==> config.mk <==
export PLATFORM = sky130hd
export DESIGN_NAME = adc_fifo_byte_packer
export DESIGN_NICKNAME = d
export VERILOG_FILES = /design/src/rtl/adc_fifo_byte_packer.sv
export SDC_FILE = /design/constraint.sdc
export NUM_CORES = 1
export LEC_CHECK = 0
export CORE_ASPECT_RATIO = 0.5
export CORE_MARGIN = 8
export CORE_UTILIZATION = 54
export CTS_BUF_LIST = sky130_fd_sc_hd__clkbuf_8
export CTS_CLUSTER_DIAMETER = 80
export DETAILED_ROUTE_END_ITERATION = 8
export HOLD_SLACK_MARGIN = 0.08
export PLACE_DENSITY = 0.82
export SYNTH_ARGS = -nofsm -noshare
export SYNTH_HDL_FRONTEND = slang
export SYNTH_SLANG_ARGS = --single-unit
==> constraint.sdc <==
create_clock -name clk_usb -period 2.73 [get_ports clk_usb]
set_clock_uncertainty 0.05 [all_clocks]
set_input_delay 0.546 -clock clk_usb [delete_from_list [all_inputs] [get_ports clk_usb]]
set_output_delay 0.546 -clock clk_usb [all_outputs]
set_load 0.03 [all_outputs]
==> src/rtl/adc_fifo_byte_packer.sv <==
// adc_fifo_byte_packer
// Pulls 12-bit samples from a first-word-fall-through sample FIFO and presents them to the
// register block as a byte stream: two samples become three bytes, or one byte per sample
// in low-res mode. Also keeps the read and underflow statistics reported by the register block.
//
// Handshakes:
//   sample side : samp_rd_en pops the head word; it is only raised while samp_empty=0, and
//                 samp_data is captured in the same cycle (FWFT).
//   byte side   : fifo_data is valid while fifo_empty=0; fifo_rd_en with fifo_empty=0 consumes
//                 the head byte, fifo_rd_en with fifo_empty=1 is an underflow and moves nothing.
module adc_fifo_byte_packer #(
    parameter int pCOUNT_W = 32,
    parameter int pUFLOW_W = 8
) (
    input  logic                clk_usb,
    input  logic                reset_i,
    input  logic                flush,
    input  logic                samp_empty,
    input  logic [11:0]         samp_data,
    output logic                samp_rd_en,
    input  logic                fifo_rd_en,
    output logic [7:0]          fifo_data,
    output logic                fifo_empty,
    input  logic                low_res,
    input  logic                low_res_lsb,
    input  logic                no_underflow_errors,
    input  logic                clear_fifo_errors,
    output logic [pUFLOW_W-1:0] underflow_count,
    output logic                underflow_error,
    output logic [pCOUNT_W-1:0] fifo_read_count,
    output logic [pCOUNT_W-1:0] fifo_read_count_error_freeze
);

    typedef enum logic [1:0] {
        L_A    = 2'd0,
        L_B    = 2'd1,
        L_FULL = 2'd2
    } loader_t;

    loader_t             loader_q, loader_d;
    logic [11:0]         a_q, a_d;
    logic [23:0]         stage_q, stage_d;
    logic [1:0]          stage_cnt_q, stage_cnt_d;
    logic [23:0]         out_q, out_d;
    logic [1:0]          out_cnt_q, out_cnt_d;
    logic [pCOUNT_W-1:0] read_cnt_q, read_cnt_d;
    logic [pUFLOW_W-1:0] uflow_q, uflow_d;
    logic                uerr_q, uerr_d;
    logic [pCOUNT_W-1:0] freeze_q, freeze_d;

    logic xfer;
    logic rd_ok;
    logic underflow;

    // Loader state register and datapath registers.
    always_ff @(posedge clk_usb) begin
        if (reset_i) begin
            loader_q    <= L_A;
            a_q         <= '0;
            stage_q     <= '0;
            stage_cnt_q <= '0;
            out_q       <= '0;
            out_cnt_q   <= '0;
            read_cnt_q  <= '0;
            uflow_q     <= '0;
            uerr_q      <= 1'b0;
            freeze_q    <= '0;
        end else begin
            loader_q    <= loader_d;
            a_q         <= a_d;
            stage_q     <= stage_d;
            stage_cnt_q <= stage_cnt_d;
            out_q       <= out_d;
            out_cnt_q   <= out_cnt_d;
            read_cnt_q  <= read_cnt_d;
            uflow_q     <= uflow_d;
            uerr_q      <= uerr_d;
            freeze_q    <= freeze_d;
        end
    end

    // Loader outputs: sample pop request and staging->output transfer strobe.
    always_comb begin
        samp_rd_en = !reset_i && !flush && !samp_empty &&
                     ((loader_q == L_A) || (loader_q == L_B));
        xfer       = !flush && (loader_q == L_FULL) &&
                     ((out_cnt_q == 2'd0) || ((out_cnt_q == 2'd1) && fifo_rd_en));
    end

    // Loader next state; the mode is sampled only when sample A is popped, so a pair in
    // flight (L_B) always completes as a 12-bit group.
    always_comb begin
        loader_d = loader_q;
        case (loader_q)
            L_A:     if (samp_rd_en) loader_d = low_res ? L_FULL : L_B;
            L_B:     if (samp_rd_en) loader_d = L_FULL;
            L_FULL:  if (xfer)       loader_d = L_A;
            default: loader_d = L_A;
        endcase
        if (flush) loader_d = L_A;
    end

    // Staging fill, output byte shifting, and read/underflow statistics.
    always_comb begin
        a_d         = a_q;
        stage_d     = stage_q;
        stage_cnt_d = stage_cnt_q;
        out_d       = out_q;
        out_cnt_d   = out_cnt_q;
        read_cnt_d  = read_cnt_q;
        uflow_d     = uflow_q;
        uerr_d      = uerr_q;
        freeze_d    = freeze_q;

        rd_ok     = fifo_rd_en && (out_cnt_q != 2'd0) && !flush;
        underflow = fifo_rd_en && (out_cnt_q == 2'd0) && !flush;

        if ((loader_q == L_A) && samp_rd_en) begin
            a_d = samp_data;
            if (low_res) begin
                stage_d     = {(low_res_lsb ? samp_data[7:0] : samp_data[11:4]), 16'h0000};
                stage_cnt_d = 2'd1;
            end
        end
        if ((loader_q == L_B) && samp_rd_en) begin
            // {A[11:4], {A[3:0],B[11:8]}, B[7:0]} is simply A followed by B.
            stage_d     = {a_q, samp_data};
            stage_cnt_d = 2'd3;
        end

        if (rd_ok) begin
            out_d      = out_q << 8;
            out_cnt_d  = out_cnt_q - 2'd1;
            read_cnt_d = read_cnt_q + 1'b1;
        end
        // Transfer overrides the shift: when out_cnt was 1 the last byte is being read now.
        if (xfer) begin
            out_d     = stage_q;
            out_cnt_d = stage_cnt_q;
        end
        if (flush) begin
            out_cnt_d = 2'd0;
        end

        if (underflow) begin
            if (uflow_q != {pUFLOW_W{1'b1}}) uflow_d = uflow_q + 1'b1;
            if (!no_underflow_errors && !uerr_q) begin
                uerr_d   = 1'b1;
                freeze_d = read_cnt_q;
            end
        end
        if (clear_fifo_errors) begin
            uflow_d  = '0;
            uerr_d   = 1'b0;
            freeze_d = '0;
        end
    end

    // Register-block facing outputs.
    always_comb begin
        fifo_data                    = out_q[23:16];
        fifo_empty                   = (out_cnt_q == 2'd0);
        underflow_count              = uflow_q;
        underflow_error              = uerr_q;
        fifo_read_count              = read_cnt_q;
        fifo_read_count_error_freeze = freeze_q;
    end

endmodule
After elaboration in Yosys (flattened, before gate mapping):

Index checks and enable logic that the tools add are counted.

* $add $sub $neg: 3
* multipliers: 0
* divide/modulo/power cells: 0
* order comparisons: 0
* eq/ne operators: 7
* shifts and indexed selects: 0
* muxes and demuxes: 16
* bitwise gates (word level): 0
* reduce and logical (&&, ||, !) cells: 32

Operators by type and width (number)
* $mux 24: 5
* $add 32x1->32 const B: 1
* $mux 2: 9
* $logic_and 1x1->1: 13
* $add 8x1->8 const B: 1
* $mux 8: 1
* $ne 8x8->1 const B: 1
* $reduce_bool 2->1: 4
* $ne 2x2->1 const B: 3
* $pmux 2 s3: 1
* $reduce_and 2->1: 3
* $logic_not 1->1: 5
* $eq 2x1->1 const B: 2
* $logic_not 2->1: 2
* $reduce_or 2->1: 2
* $reduce_and 3->1: 1
* $eq 2x2->1 const B: 1
* $logic_or 1x1->1: 2
* $sub 2x1->2 const B: 1

* register bits after elaboration: 139
* bits in latches: 0
* RAM bits: 0
* ROM bits: 0
* input port bits: 21
* output and inout port bits: 83
* word-level logic and storage cells: 68
* memories kept: 0

Longest topological paths before layout:

Gate-level depths: netlist of the first run.

* depth after elaboration: 7
* depth in mapped cells: 8
* mapped depth without buffers: 6

Worst setup path before layout of the first run:

No wires, ideal clock.

* path type: input to register
* start point: input reset_i
* end point: register stage_cnt_q[1]
* setup time: 0.128 ns
* arrival: 1.985 ns
* required time: 2.552 ns
* path slack: 0.568 ns
* cell stages on the path: 6
* buffers on the path: 1
* path through: or4_1 inv_1 o21ai_1 clkbuf_1 a21oi_1 nor2_1

* word-level cells in the longest chain between the ends: 7
* elaborated cells on any way between the ends: 10
* those cells by class: 1 x mux; 9 x reduce/logical

RTL lines
* start, declared: RTL line 16 `input logic reset_i,`
* $logic_not 1->1 *: RTL line 84 `samp_rd_en = !reset_i && !flush && !samp_empty &&`
* $logic_and 1x1->1 * (3 in a row): RTL line 84
* named net samp_rd_en: RTL line 20 `output logic samp_rd_en,`
* $logic_and 1x1->1, on equally long branches: RTL line 118, 125
* $reduce_bool 2->1 (no source line)
* $reduce_and 2->1 (no source line)
* end signal, assigned: RTL line 72 `stage_cnt_q <= stage_cnt_d;`
* end, declared: RTL line 43 `logic [1:0] stage_cnt_q, stage_cnt_d;`

Mark *: on every way through the listed nets, which the timed path passes. The rest lies on a longest branch.
A chain may end at the register's enable or synchronous reset.

Worst setup path in the final report of the first run:

* start point: input flush
* end point: output samp_rd_en

* word-level cells in the longest chain between the ends: 4

RTL lines
* start, declared: RTL line 17 `input logic flush,`
* $logic_not 1->1: RTL line 84
* $logic_and 1x1->1 (3 in a row): RTL line 84
* end, declared: RTL line 20

No other way between the ends.

==> run metrics, run 1 <==
drt via density=5.74; Slew @ Worst Pin=1.01 ns; LEAKAGE=2.51 nW; Yosys cell types=48; Vert. Die Dim=89.5 um; chip width=163 um; clock sink count=139; endpoints failing setup=0; depth of the CTS H-tree=4; total global-route track usage=0.215; largest net degree at the start of global routing=101; sequential area share after synthesis=0.477; crit-path leading delay family=buffers and inverters; max cap viols=0; Mean Syn Cell Area=8.30 sq um; hpwl dp=10800 um; post-synthesis cell count=703; Setup TNS=0 ns; Initial Util=0.562; Post-CTS Resized=0; Levels on crit path=4; worst-case clock buffer depth=2; # port buffers=103; Final Critical Period=2.60 ns; DIE AREA=14600 sq um; core box area=10400 sq um; Slew Limit Headroom=0.325; RePlAce Congestion=0.878; grt ovf=0; Sw Ratio=0.243; element type at the critical path end=output pin; hold path cells=2; synth top area cells=dfxtp_1 (48%), nand2_1 (9.3%), a21oi_1 (6.8%); critical path class=in -> out; DRC=0; via count=5421; Nets=816; first-pass GRT wire length=25200 um; Largest stage delay, worst path=0.58 ns; syn_nets=728; CP Buf/Inv Count=3; Yosys warnings=0; slowest cell on the critical path=or4_1; Flop pwr share=0.509; RSZ-0062 raised after global routing=no; Yosys reg bits=139; crit path launch type=input port; layout overhead on the synthesized area=26.5%; WL final=15600 um; Worst EP arrival=2.00 ns; pwr dens=546 nW/um^2; status=complete, no violations; Filler Cell Count=855; cell taking the most area after synthesis=dfxtp_1; CTS tree=yes; cell internal pwr=3.05 mW; # hold bufs at CTS=0; Worst Path Required=2.13 ns; Netlist Area Pre-Place=5840 sq um; first-iteration detailed-routing DRC count=526; postcts setup bufs=0; Rows=26; final worst slack=0.132 ns; Clk Latency, worst-skew pair=0.45 ns; Hold Vio Cnt, Final=0; Routed Antenna Nets=0; vias in the first global route=5001; Worst VDD drop=0.360 mV; initial antenna violation count=0; Routed wire per std cell=16.5 um; io pins=104; Setup WS pre-CTS=0.147 ns; router iterations before antenna repair=6; Clk network pwr share=0.448; power share of the combinational group=0.044; R2R cell count=6; final worst-path cycle share=0.952; Reg clk slew, reported paths=0.08 ns; Synth top area share=0.477; Hold Path Class=reg -> reg; worst-path cell chain=clkdlybuf4s50_1, or4_1, inv_1, buf_4; # diodes=0; root buf cell=clkbuf_8; critical-path maximum fanout=5; cts bufs inserted=17; sw power=979 uW; f_max=0.385 GHz; Pins Over Slew Limit=0; layout cells sized above 1=0.0796
-- final cells by class --
class	count	area, sq um	area share
clock buffers	18	248	0.0335
clock inverters	14	184	0.0249
inverters	12	45.0	0.00610
multi-input cells	497	2770	0.375
flip-flops and latches	139	2780	0.377
well taps	140	175	0.0237
repair buffers	124	1180	0.160
-- power by group through the flow --
stage / Combinational (mW) / Sequential (mW) / Clock (mW)
finish: 0.176 / 2.05 / 1.81
global route: 0.190 / 2.05 / 1.94
CTS: 0.174 / 2.05 / 1.83
detailed placement: 0.173 / 2.10 / 0
global placement: 0.170 / 2.10 / 0
floorplan: 0.0978 / 2.10 / 0
-- flip-flops by register name, summed over array words and instances (netlist names) --
signal / flops
underflow_error: 1
fifo_read_count: 32
stage_q: 24
underflow_count: 8
out_q: 24
a_q: 12
loader_q: 2
out_cnt_q: 2
stage_cnt_q: 2
fifo_read_count_error_freeze: 32
-- tightest hold or removal path, cell delays in order (launching register included) --
cell	delay, ns
dfxtp_1	0.31
nand2_1	0.05
a21oi_1	0.05
-- cells in the final DEF, fill, tap and decap left out, types with 2 or more instances in the layout --
master / netlist / routed
nand4_1: 11 / 11
nor4_1: 2 / 2
o31ai_1: 16 / 16
a22oi_1: 16 / 16
nor2b_1: 2 / 2
nand3_1: 13 / 13
o211ai_1: 9 / 9
or3_1: 6 / 6
buf_4: 8 / 22
and2_1: 12 / 12
and4_1: 8 / 8
ha_1: 4 / 4
inv_1: 12 / 12
xnor2_1: 10 / 10
a311o_1: 2 / 2
a311oi_1: 17 / 17
bufinv_16: 0 / 3
and3_1: 2 / 2
mux2_2: 2 / 2
nand2_1: 144 / 144
nor2_1: 67 / 67
clkdlybuf4s50_1: 0 / 101
nand3b_1: 2 / 2
xor2_1: 3 / 3
mux2i_1: 18 / 18
a21oi_1: 79 / 79
clkbuf_8: 0 / 18
dfxtp_1: 139 / 139
or4_1: 17 / 17
inv_6: 0 / 5
clkinv_4: 0 / 4
nor3_1: 7 / 6
clkinvlp_4: 0 / 2
o21ai_0: 12 / 12
-- worst paths after layout --
check                                                     start                                             to  slack (ns)
setup / recovery                                          flush                                     samp_rd_en        0.13
hold / removal    fifo_read_count_error_freeze[28]$_SDFFE_PP0P_  fifo_read_count_error_freeze[28]$_SDFFE_PP0P_        0.41
setup reg to reg                      out_cnt_q[0]$_SDFFE_PP0P_               fifo_read_count[11]$_SDFFE_PP0P_        0.49
hold reg to reg   fifo_read_count_error_freeze[28]$_SDFFE_PP0P_  fifo_read_count_error_freeze[28]$_SDFFE_PP0P_        0.41
-- metrics by stage --
step	power (mW)	instances	utilization	hold slack, ns	cell area (sq um)
after floorplan	2.19	703	-	0.386	5840
after global placement	2.27	912	0.670	0.391	6950
after detailed placement	2.27	912	0.670	0.398	6950
after CTS	4.05	944	0.712	0.409	7380
after global routing	4.18	944	0.712	0.421	7380
final	4.03	944	0.712	0.408	7380
-- metal layers --
| layer | routed length (um) | up-vias | GRT usage |
|---|---|---|---|
| met3 | 1080 | 29 | 0.0515 |
| li1 | - | 2653 | - |
| met2 | 7240 | 196 | 0.353 |
| met5 | 0 | - | 0 |
| met4 | 266 | 0 | 0.0843 |
| met1 | 6990 | 2543 | 0.272 |
-- cells in the mapped netlist (all sizes together) --
cell	count
or3	6
mux2i	18
nand3b	2
xor2	3
nor2	68
clkbuf	40
ha	4
a21o	1
and2	12
inv	12
or3b	1
nand3	14
a21boi	1
dfxtp	139
a311oi	17
nand2	144
and4bb	1
a41oi	1
nor3b	1
nand2b	1
nand4b	1
o31ai	16
o21ai	13
nor3	7
a311o	2
or2	1
nor2b	2
nand4	12
buf	15
nor4	2
a31oi	1
or4	17
a22oi	16
and3	2
a2111oi	1
mux2	2
xnor2	10
a21oi	79
o211ai	9
a211oi	1
and4	8
-- cell families (layout without fill, tap and decap cells) --
logic type               after synthesis  after routing  share of synthesized area
flip-flops                           139            139                      0.477
XOR/XNOR                              13             13                     0.0195
buffers and inverters                 67            168                     0.0497
multiplexers                          20             20                     0.0347
AND/OR/NAND/NOR                      302            302                      0.242
adder cells (fa/ha/maj)                4              4                    0.00857
AO/OA/AOI/OAI                        158            158                      0.168
(Power assumes the default switching activity.)
==> run 2: changes to the inputs <==
CORE_UTILIZATION = 66   (was 54)
DONT_BUFFER_PORTS = 1   (was not set)
==> run 2 against run 1 <==
Setup slack better by 0.15 ns. Die area shrank 16%. Sequential share of layout area increased by 6.3 points. Combinational power is 51% lower. Critical endpoint unchanged. Final cell count is 13% lower. Critical path type is now reg -> out. Register-to-register slack got worse by 0.17 ns.
==> run metrics, run 2 (synthesized netlist as in run 1, its figures left out) <==
status=complete, no violations; RSZ-0062 raised after global routing=no; Slew @ Worst Pin=1.06 ns; crit path to=samp_rd_en; Reg clk slew, reported paths=0.08 ns; Worst EP arrival=1.85 ns; Rows=24; # port buffers=0; Clk network pwr share=0.439; max cap viols=0; core box area=8650 sq um; Finished Layout Cells=819; DRC=0; final worst slack=0.280 ns; total power=3.82 mW; router iterations before antenna repair=5; r2r endpoint=fifo_read_count_error_freeze[3]$_SDFFE_PP0P_; Initial Util=0.675; Hold Worst Slack=0.123 ns; io pins=104; first-iteration detailed-routing DRC count=487; pwr dens=604 nW/um^2; final worst-path cycle share=0.897; # diodes=0; chip width=149 um; CTS tree=yes; final core occ=0.731; via count=5112; cell internal pwr=2.94 mW; Pins Over Slew Limit=0; Setup TNS=0 ns; worst-path cell chain=or4_1, inv_1, buf_4; Hold Vio Cnt, Final=0; Filler Cell Count=664; Sw Ratio=0.229; element type at the critical path end=output pin; critical path class=reg -> out; Largest stage delay, worst path=0.74 ns; LEAKAGE=2.16 nW; DIE AREA=12300 sq um; Routed wire per std cell=17.8 um; layout overhead on the synthesized area=8.27%; root buf cell=clkbuf_8; Post-CTS Resized=0; R2R Path Start=out_cnt_q[0]$_SDFFE_PP0P_; endpoints failing setup=0; CP startpoint=loader_q[1]$_SDFFE_PP0P_; Worst VDD drop=0.390 mV; RePlAce Congestion=0.870; WL final=14500 um; clock sink count=139; depth of the CTS H-tree=4; Nets=714; Slew Limit Headroom=0.292; # hold bufs at CTS=0; Clk Latency, worst-skew pair=0.44 ns; cts bufs inserted=17; f_max=0.408 GHz; slowest cell on the critical path=or4_1; hpwl dp=9620 um; Final Critical Period=2.45 ns; Vert. Die Dim=82.5 um; commonest non-fill, non-tap cell in the layout=nand2_1; Worst Path Required=2.13 ns; Flop pwr share=0.538; DP Area=5920 sq um; Routed Antenna Nets=0; worst-case clock buffer depth=2; largest net degree at the start of global routing=103; layout cells sized above 1=0.0869; sw power=875 uW; power share of the combinational group=0.023; Final Cell Area=6320 sq um; first-pass GRT wire length=23900 um; Inst Count DP=787; Setup WS pre-CTS=0.371 ns; crit path launch type=flip-flop; postcts setup bufs=0; R2R cell count=7; total global-route track usage=0.242; Hold Path Class=in -> reg; r2r setup slk=0.32 ns; grt ovf=0; most frequent cells in the layout=nand2_1 (144), dfxtp_1 (139), a21oi_1 (79), nor2_1 (67), buf_4 (21); vias in the first global route=4687; initial antenna violation count=0; critical-path maximum fanout=12; drt via density=6.24
==> run 2: changes by cell type in the layout (fill, tap and decap cells not counted), moves of 2 or more <==
cell             delta
clkinv_2            +2
clkbuf_8            +2
inv_1               +2
clkdlybuf4s50_1   -101
clkinvlp_4          +3
inv_6               -5
clkinv_4            -3
==> run 2: how the worst min path moves through the flow <==
stage / from / end / slack [ns] / cells past startpoint
after CTS: flush / out_cnt_q[1]$_SDFFE_PP0P_ / 0.1 / 1
after floorplan: a_q[10]$_SDFFE_PP0P_ / a_q[10]$_SDFFE_PP0P_ / 0.39 / 2
final: flush / out_cnt_q[1]$_SDFFE_PP0P_ / 0.12 / 1
after global placement: a_q[1]$_SDFFE_PP0P_ / a_q[1]$_SDFFE_PP0P_ / 0.39 / 2
after detailed placement: a_q[11]$_SDFFE_PP0P_ / a_q[11]$_SDFFE_PP0P_ / 0.39 / 2
after global routing: flush / out_cnt_q[1]$_SDFFE_PP0P_ / 0.09 / 1
==> run 2: layout make-up <==
| type | count | area, sq um | area share |
|---|---|---|---|
| multi-input cells | 497 | 2770 | 0.438 |
| clock buffers | 20 | 275 | 0.0436 |
| inverters | 12 | 45.0 | 0.00713 |
| flip-flops and latches | 139 | 2780 | 0.440 |
| clock inverters | 12 | 124 | 0.0196 |
| repair buffers | 22 | 178 | 0.0281 |
| well taps | 117 | 146 | 0.0232 |
==> run 2: per-layer routing <==
layer | share of wire | vias up | global-route usage
met2 | 0.45 | 226 | 0.381
met5 | 0 | - | 0
met3 | 0.11 | 22 | 0.0848
met4 | 0.015 | 0 | 0.107
li1 | - | 2449 | -
met1 | 0.42 | 2415 | 0.301
==> run 2: power groups by stage <==
stage | sequential [mW] | clock (mW) | combinational [mW]
after floorplan | 2.10 | 0 | 0.0978
after global placement | 2.10 | 0 | 0.0824
after detailed placement | 2.10 | 0 | 0.0850
after CTS | 2.05 | 1.69 | 0.0857
after global routing | 2.06 | 1.78 | 0.0976
final | 2.05 | 1.68 | 0.0870
==> run 2: worst max-delay path, delay by kind of cell, from the launching register on <==
| family | cells | cell delay (ns) |
|---|---|---|
| buf+inv | 2 | 0.32 |
| flops | 1 | 0.35 |
| simple gates | 1 | 0.74 |
